===== src/rtl/frame_scan_ctrl.sv =====
`default_nettype none
// +--------------------------------------------------------------------------+
// | frame_scan_ctrl: walks an H_RES x V_RES frame, clearing or scanning it    |
// | Revision: 1.0                                                            |
// +--------------------------------------------------------------------------+
module frame_scan_ctrl #(
  parameter int H_RES     = 640,
  parameter int V_RES     = 480,
  parameter int XW        = 10,
  parameter int YW        = 9,
  parameter int COLOR_W   = 1,
  parameter int COL_MAJOR = 1,
  parameter int RD_LAT    = 1
) (
  input  logic               clk,
  input  logic               reset,
  input  logic               replay,
  input  logic               stall,
  input  logic [COLOR_W-1:0] fill_color,
  output logic [XW-1:0]      addr_x,
  output logic [YW-1:0]      addr_y,
  output logic [XW-1:0]      px_x,
  output logic [YW-1:0]      px_y,
  output logic               px_valid,
  output logic               draw_fill,
  output logic [COLOR_W-1:0] fill_out,
  output logic               frame_done
);

  typedef enum logic [0:0] {ST_CLEAR = 1'b0, ST_SCAN = 1'b1} state_t;

  localparam logic [XW-1:0] X_LAST = XW'(H_RES - 1);
  localparam logic [YW-1:0] Y_LAST = YW'(V_RES - 1);

  state_t               state_q, state_d;
  logic [XW-1:0]        addr_x_q, addr_x_d;
  logic [YW-1:0]        addr_y_q, addr_y_d;
  logic [COLOR_W-1:0]   fill_q, fill_d;
  logic [XW-1:0]        pipe_x_q [RD_LAT];
  logic [XW-1:0]        pipe_x_d [RD_LAT];
  logic [YW-1:0]        pipe_y_q [RD_LAT];
  logic [YW-1:0]        pipe_y_d [RD_LAT];
  logic [RD_LAT-1:0]    pipe_v_q, pipe_v_d;

  logic                 advance, x_last, y_last, at_last, at_origin;
  logic [XW-1:0]        nxt_x;
  logic [YW-1:0]        nxt_y;

  always_comb begin
    advance   = ~stall;
    x_last    = (addr_x_q == X_LAST);
    y_last    = (addr_y_q == Y_LAST);
    at_last   = x_last & y_last;
    at_origin = (addr_x_q == '0) && (addr_y_q == '0);

    nxt_x = addr_x_q;
    nxt_y = addr_y_q;
    if (COL_MAJOR != 0) begin
      if (y_last) begin
        nxt_y = '0;
        nxt_x = x_last ? '0 : addr_x_q + 1'b1;
      end else begin
        nxt_y = addr_y_q + 1'b1;
      end
    end else begin
      if (x_last) begin
        nxt_x = '0;
        nxt_y = y_last ? '0 : addr_y_q + 1'b1;
      end else begin
        nxt_x = addr_x_q + 1'b1;
      end
    end
  end

  always_comb begin
    state_d  = state_q;
    addr_x_d = addr_x_q;
    addr_y_d = addr_y_q;
    fill_d   = fill_q;
    pipe_x_d = pipe_x_q;
    pipe_y_d = pipe_y_q;
    pipe_v_d = pipe_v_q;

    if (advance) begin
      case (state_q)
        ST_CLEAR: begin
          if (at_origin) fill_d = fill_color;
          addr_x_d = nxt_x;
          addr_y_d = nxt_y;
          pipe_v_d = '0;
          // A clear pass always runs to the last pixel before replay is honoured.
          if (at_last && replay) state_d = ST_SCAN;
        end
        default: begin
          if (!replay) begin
            state_d  = ST_CLEAR;
            addr_x_d = '0;
            addr_y_d = '0;
            pipe_v_d = '0;
          end else begin
            addr_x_d = nxt_x;
            addr_y_d = nxt_y;
            for (int i = RD_LAT - 1; i > 0; i--) begin
              pipe_x_d[i] = pipe_x_q[i-1];
              pipe_y_d[i] = pipe_y_q[i-1];
              pipe_v_d[i] = pipe_v_q[i-1];
            end
            pipe_x_d[0] = addr_x_q;
            pipe_y_d[0] = addr_y_q;
            pipe_v_d[0] = 1'b1;
          end
        end
      endcase
    end
  end

  always_ff @(posedge clk or posedge reset) begin
    if (reset) begin
      state_q  <= ST_CLEAR;
      addr_x_q <= '0;
      addr_y_q <= '0;
      fill_q   <= '0;
      pipe_v_q <= '0;
      for (int i = 0; i < RD_LAT; i++) begin
        pipe_x_q[i] <= '0;
        pipe_y_q[i] <= '0;
      end
    end else begin
      state_q  <= state_d;
      addr_x_q <= addr_x_d;
      addr_y_q <= addr_y_d;
      fill_q   <= fill_d;
      pipe_v_q <= pipe_v_d;
      pipe_x_q <= pipe_x_d;
      pipe_y_q <= pipe_y_d;
    end
  end

  always_comb begin
    addr_x    = addr_x_q;
    addr_y    = addr_y_q;
    fill_out  = fill_q;
    draw_fill = (state_q == ST_CLEAR);
    if (state_q == ST_CLEAR) begin
      px_x       = addr_x_q;
      px_y       = addr_y_q;
      px_valid   = advance;
      frame_done = advance & at_last;
    end else begin
      px_x       = pipe_x_q[RD_LAT-1];
      px_y       = pipe_y_q[RD_LAT-1];
      px_valid   = advance & pipe_v_q[RD_LAT-1];
      // An aborting cycle is not an advance of the last address.
      frame_done = advance & at_last & replay;
    end
  end

endmodule
`default_nettype wire


===== config.mk =====
export PLATFORM = sky130hd
export DESIGN_NAME = frame_scan_ctrl
export DESIGN_NICKNAME = d
export VERILOG_FILES = /design/src/rtl/frame_scan_ctrl.sv
export SDC_FILE = /design/constraint.sdc
export NUM_CORES = 1
export LEC_CHECK = 0
export ABC_AREA = 1
export CORE_UTILIZATION = 55
export DETAILED_ROUTE_END_ITERATION = 6
export HOLD_SLACK_MARGIN = 0.05
export PLACE_DENSITY = 0.81
export SETUP_SLACK_MARGIN = 0.05
export SYNTH_ARGS = -nofsm -noshare
export SYNTH_HDL_FRONTEND = slang
export SYNTH_SLANG_ARGS = --single-unit

===== constraint.sdc =====
create_clock -name clk -period 3.5 [get_ports clk]
set_input_delay 0.7 -clock clk [delete_from_list [all_inputs] [get_ports clk]]
set_output_delay 0.7 -clock clk [all_outputs]
set_load 0.03 [all_outputs]

==> flow_summary.ini, run 1 <==
[synth]
ys_warn_count = 0
yosysSeqAreaShare_pct = 45.6
muxShareOfSynthArea_pct = 0
synth-seq-cells = 41
synth_top_flop_cell = dfrtp_1
synthXorXnorAreaFrac_pct = 0.389
synth_edf_count = 0
synth_fa_ha_area_share_pct = 2.22
synth-simple-area-share_pct = 28.8
async_reset_ff_share_pct = 100
yosysTopAreaCell = dfrtp_1
synthCells = 284
ys_types = 30
synth_nets = 293
netlist.area_leader.share_pct = 45.6
synth_compound_area_share_pct = 14.6
synth_top_family_by_area = simple AND/OR/NAND/NOR gates
netlist_area_um2 = 2250
synth_area_leaders = dfrtp_1, nand2_1, o21ai_0
synth.avg_cell_area_um2 = 7.92

[die]
die_w_um = 66.0
core-area_um2 = 3800
dieHeight_um = 66.0
dieArea_um2 = 4350
rows = 22
initial_utilization_pct = 59.2
ioPinCount = 47

[setup_path]
cp_slowest_cell = clkdlybuf4s50_1
worst_setup_path_start_kind = flip-flop
critPathArrivalTime_ps = 2270
r2r-start = state_q$_DFFE_PP0N_
path_buf_inv = 2
path_class = reg -> out
crit_path_end_kind = output pin
cpPeakStageDelay_ps = 680
worstPathRequired_ps = 2800
path_common_cell = nand2_1
crit_path_start = addr_y[0]$_DFFE_PP0N_
crit_chain = ha_1, nand2_1, nor2_4, nand2_8, clkinv_4, nand2_1, nor2_1, clkdlybuf4s50_1
worst_path_dominant_cell_family = buffers and inverters
cp_max_fo = 7

[pwr]
p_seq_share_pct = 37.0
ir_worst_vdd_v = 0.000475
swShare_pct = 39.6
power.switching_uw = 691
pwr-share-comb_pct = 40.2
powerDensity_nw_per_um2 = 604
p_clk_share_pct = 22.8
p_int_uw = 1050
p_leak_uw = 0.00134
total_power_uw = 1740

[clock_network]
cts_num_sinks = 41
h-tree-depth = 2
clock_latency_ps = 290
postCtsSetupBuffers = 0
root_buffer = clkbuf_8
cts_buffers = 5
path_clk_slew_ps = 80
clock_path_buffers = 2
cts_tree = built
cts_hold_buf = 0
cts_resized = 0

[flow_run]
maxCapViolations = 0

[global_routing]
grt_pass1_wl_mm = 8.69
grt_antenna_before_repair = 0
gr-total-overflow = 0
grt_max_degree = 29
grt_use_total_pct = 26.5
grt_pass1_vias = 1847

[status]
outcome = completed

[timing]
period_share_pct = 84.8
finalHoldViolations = 0
relSlewSlack_pct = 41.8
max_clock_freq_mhz = 337
setup_viol = 0
tightest_slew_ps = 873
slew_violations = 0
finalCriticalPeriod_ps = 2970
rsz0062_at_grt = false
fin_skew_ps = 5.40
tns_ps = 0

[min_path]
min_path_type = reg -> reg
hp-start = pipe_y_q[5]$_DFFE_PP0P_

[routing]
num_vias = 2030
first_iter_violations = 226
via_per_inst = 5.31
wl_per_cell_um = 13.5
drt_first_pass_iters = 5
wl_mm = 5.16
ant_nets = 0
drcViolationCount = 0

[finish]
fill_cells = 273
nets = 342
drive_above_1_share_pct = 11.1
areaGrowthSynthToFinish_pct = 28.1
antenna_cells = 0

[place]
hpwl_mm = 3.90
gp_congestion = 0.871
portBuffers = 46
worst min-delay path: stages, from the launching register on:
cell and delay (ps):
dfrtp_1 350, nand2_1 50, o21ai_0 60
through the flow:
stage	hold slack (ps)	setup WS, ps	area (um^2)	utilization [%]	std cells
6_report	487	532	2880	75.9	382
5_1_grt	512	369	2880	75.9	382
4_1_cts	492	526	2880	75.9	382
3_5_place_dp	473	594	2760	72.7	374
3_3_place_gp	465	589	2760	72.7	374
2_1_floorplan	453	1080	2250	-	284
logic make-up after synthesis:
logic type | Yosys count
AND/OR/NAND/NOR | 129
AO/OA/AOI/OAI | 64
buffers and inverters | 45
flip-flops | 41
adder cells (fa/ha/maj) | 4
XOR/XNOR | 1
synthesized netlist by cell type, types with 4 or more instances:
cell,number
o21ai_0,48
inv_1,31
ha_1,4
nand4_1,6
nand2_1,69
nand3_1,13
dfrtp_1,41
nor2_4,4
a21oi_1,12
nor2_1,21
clkbuf_1,5
nor2_2,4
layer usage:
layer  GRT usage, %  vias to the layer above  wire [um]
li1               -                     1019          -
met1           38.8                      939       2470
met2           40.3                       65       2370
met3           4.83                        7        265
met4           6.91                        0         47
met5              0                        -          0
final cells by class:
cell class | count | area [um^2] | share of cell area, %
Tap cell | 48 | 60.1 | 2.08
Inverter | 35 | 136 | 4.73
Multi-Input combinational cell | 198 | 1030 | 35.9
Timing Repair Buffer | 52 | 505 | 17.5
Clock inverter | 2 | 37.5 | 1.30
Clock buffer | 6 | 82.6 | 2.86
Sequential cell | 41 | 1030 | 35.6
registers in the layout, indices dropped and copies added (netlist names):
name / flops
addr_x: 10
pipe_x_q: 10
addr_y: 9
pipe_y_q: 9
fill_out: 1
pipe_v_q: 1
state_q: 1
path summary, 6_finish.rpt:
| check | endpoint | depth (start not counted) | slack [ps] |
|---|---|---|---|
| max in group asynchronous | addr_x[5]$_DFFE_PP0N_ | 3 | 1940 |
| max reg2reg | pipe_y_q[6]$_DFFE_PP0P_ | 4 | 1410 |
| min in group asynchronous | pipe_x_q[2]$_DFFE_PP0P_ | 2 | 890 |
| min reg2reg | pipe_y_q[5]$_DFFE_PP0P_ | 2 | 490 |
| min | pipe_y_q[5]$_DFFE_PP0P_ | 2 | 490 |
| max | frame_done | 8 | 530 |
layout by cell type, fill, tap and decap left out, types with 2 or more instances in the layout:
cell             count
nand2_2              3
nand3_1             13
o21ai_0             48
nor2_4               4
clkbuf_8             6
nand2_4              2
ha_1                 4
dfrtp_1             41
buf_4                6
nand2_1             69
inv_1               31
nor2_1              21
inv_2                3
a21oi_1             12
clkdlybuf4s50_1     46
nor2_8               2
nand4_1              6
nor2_2               4
power groups by stage:
stage	Clock, uW	Combinational (uW)	Sequential, uW
floorplan	0	319	740
global placement	0	695	647
detailed placement	0	701	653
CTS	400	704	643
global route	420	755	655
finish	397	701	644
Note: power is estimated with default switching activity, not from simulation.
==> inputs of run 2 (changes only) <==
CORE_UTILIZATION = 46   (was 55)
PLACE_DENSITY = 0.72   (was 0.81)
clock period = 2.6 ns   (was 3.5 ns; I/O delays follow)
==> run 2 against run 1 <==
  * Non-clock buffer count did not move
  * Register-to-register slack got worse by 380 ps
  * Sequential power rose by 35%
  * Routed wire length fell by 1.6%
  * Critical path depth fell by 5
  * Setup slack got worse by 250 ps
  * Global-route usage fell by 5.2 points
  * Total power rose by 25%
  * Largest cell class unchanged
==> flow_summary.ini, run 2 (same netlist as run 1, synthesis figures left out) <==
[finish]
antenna_cells = 0
design_area_um2 = 2860
nets = 342
fin_cells = 399
fill_cells = 446
areaGrowthSynthToFinish_pct = 26.9
layout_common_cells = nand2_1, o21ai_0, clkdlybuf4s50_1
final_common_cell = nand2_1
drive_above_1_share_pct = 11.1

[routing]
ant_nets = 0
via_per_inst = 5.04
drcViolationCount = 0
wl_per_cell_um = 12.7
num_vias = 2011
wl_mm = 5.08
drt_first_pass_iters = 4
first_iter_violations = 149

[setup_path]
crit_path_end_kind = output pin
critPathArrivalTime_ps = 1800
path_class = reg -> out
cp_max_fo = 29
worst_setup_path_start_kind = flip-flop
worstPathRequired_ps = 2080

[timing]
whs_ps = 487
rsz0062_at_grt = false
finalHoldViolations = 0
finalCriticalPeriod_ps = 2320
period_share_pct = 89.2
tightest_slew_ps = 517
tns_ps = 0
slew_violations = 0
relSlewSlack_pct = 65.5
setup_viol = 0
fin_skew_ps = 4.42
max_clock_freq_mhz = 431

[global_routing]
grt_max_degree = 42
grt_pass1_wl_mm = 8.34
grt_use_total_pct = 21.3
gr-total-overflow = 0
grt_antenna_before_repair = 0
grt_pass1_vias = 1749

[die]
dieHeight_um = 71.9
die_w_um = 71.9
ioPinCount = 47
dieArea_um2 = 5170
initial_utilization_pct = 47.6
core-area_um2 = 4720
rows = 25

[pwr]
total_power_uw = 2180
ir_worst_vdd_v = 0.000503
powerDensity_nw_per_um2 = 765
p_clk_share_pct = 17.4
pwr-share-comb_pct = 42.8
p_leak_uw = 0.00133
p_int_uw = 1280
power.switching_uw = 905
swShare_pct = 41.4
p_seq_share_pct = 39.7

[place]
gp_congestion = 0.879
placed_area_um2 = 2780
placed_cells = 393
portBuffers = 46
hpwl_mm = 3.75

[clock_network]
path_clk_slew_ps = 70
cts_resized = 0
cts_num_sinks = 41
h-tree-depth = 2
cts_hold_buf = 0
root_buffer = clkbuf_8
postCtsSetupBuffers = 0
clock_path_buffers = 2
cts_tree = built
cts_buffers = 5
clock_latency_ps = 290

[status]
outcome = completed

[min_path]
min_path_type = reg -> reg

[flow_run]
maxCapViolations = 0
[run 2: layout make-up]
type | count | area [um^2] | area share (%)
Multi-Input combinational cell | 198 | 1030 | 36.2
Sequential cell | 41 | 1030 | 35.9
Timing Repair Buffer | 52 | 500 | 17.5
Inverter | 35 | 136 | 4.78
Tap cell | 67 | 83.8 | 2.94
Clock buffer | 5 | 68.8 | 2.41
Clock inverter | 1 | 5.00 | 0.175
[run 2: path summary, 6_finish.rpt]
check	from	to	slack (ps)	cells after the start
setup / recovery	state_q$_DFFE_PP0N_	px_x[1]	280	3
hold / removal	pipe_x_q[8]$_DFFE_PP0P_	pipe_x_q[8]$_DFFE_PP0P_	490	2
setup reg to reg	addr_y[0]$_DFFE_PP0N_	addr_y[8]$_DFFE_PP0N_	1030	8
hold reg to reg	pipe_x_q[8]$_DFFE_PP0P_	pipe_x_q[8]$_DFFE_PP0P_	490	2
max in group asynchronous	reset	pipe_x_q[0]$_DFFE_PP0P_	1580	3
min in group asynchronous	reset	pipe_x_q[4]$_DFFE_PP0P_	650	3
[run 2: critical path, cell delays in order (launching register included)]
cell and delay [ps]:
dfrtp_1 380, buf_4 220, o21ai_0 220, clkdlybuf4s50_1 700
[run 2: power groups by stage]
| stage | clock network (uW) | logic, uW | registers [uW] |
|---|---|---|---|
| floorplan | 0 | 429 | 996 |
| global placement | 0 | 938 | 877 |
| detailed placement | 0 | 944 | 881 |
| CTS | 393 | 946 | 868 |
| global route | 423 | 1000 | 887 |
| finish | 381 | 935 | 867 |
[run 2: stage by stage]
step,utilization [%],setup WS [ps]
3_5_place_dp,58.9,554
3_3_place_gp,58.9,543
5_1_grt,60.5,160
4_1_cts,60.5,269
6_report,60.5,282
2_1_floorplan,-,356
[run 2: routing by layer]
| layer | global-route usage [%] | part of all wire (%) |
|---|---|---|
| met1 | 32.2 | 49 |
| met2 | 30.4 | 45 |
| met3 | 4.44 | 5.2 |
| met4 | 7.19 | 1.1 |
| met5 | 0 | 0 |
==> inputs of run 3 (changes only) <==
ABC_CLOCK_PERIOD_IN_PS = 2600   (was unset)
==> results of run 3 <==
The final DEF is identical to that of run 2; final timing and power are the same.
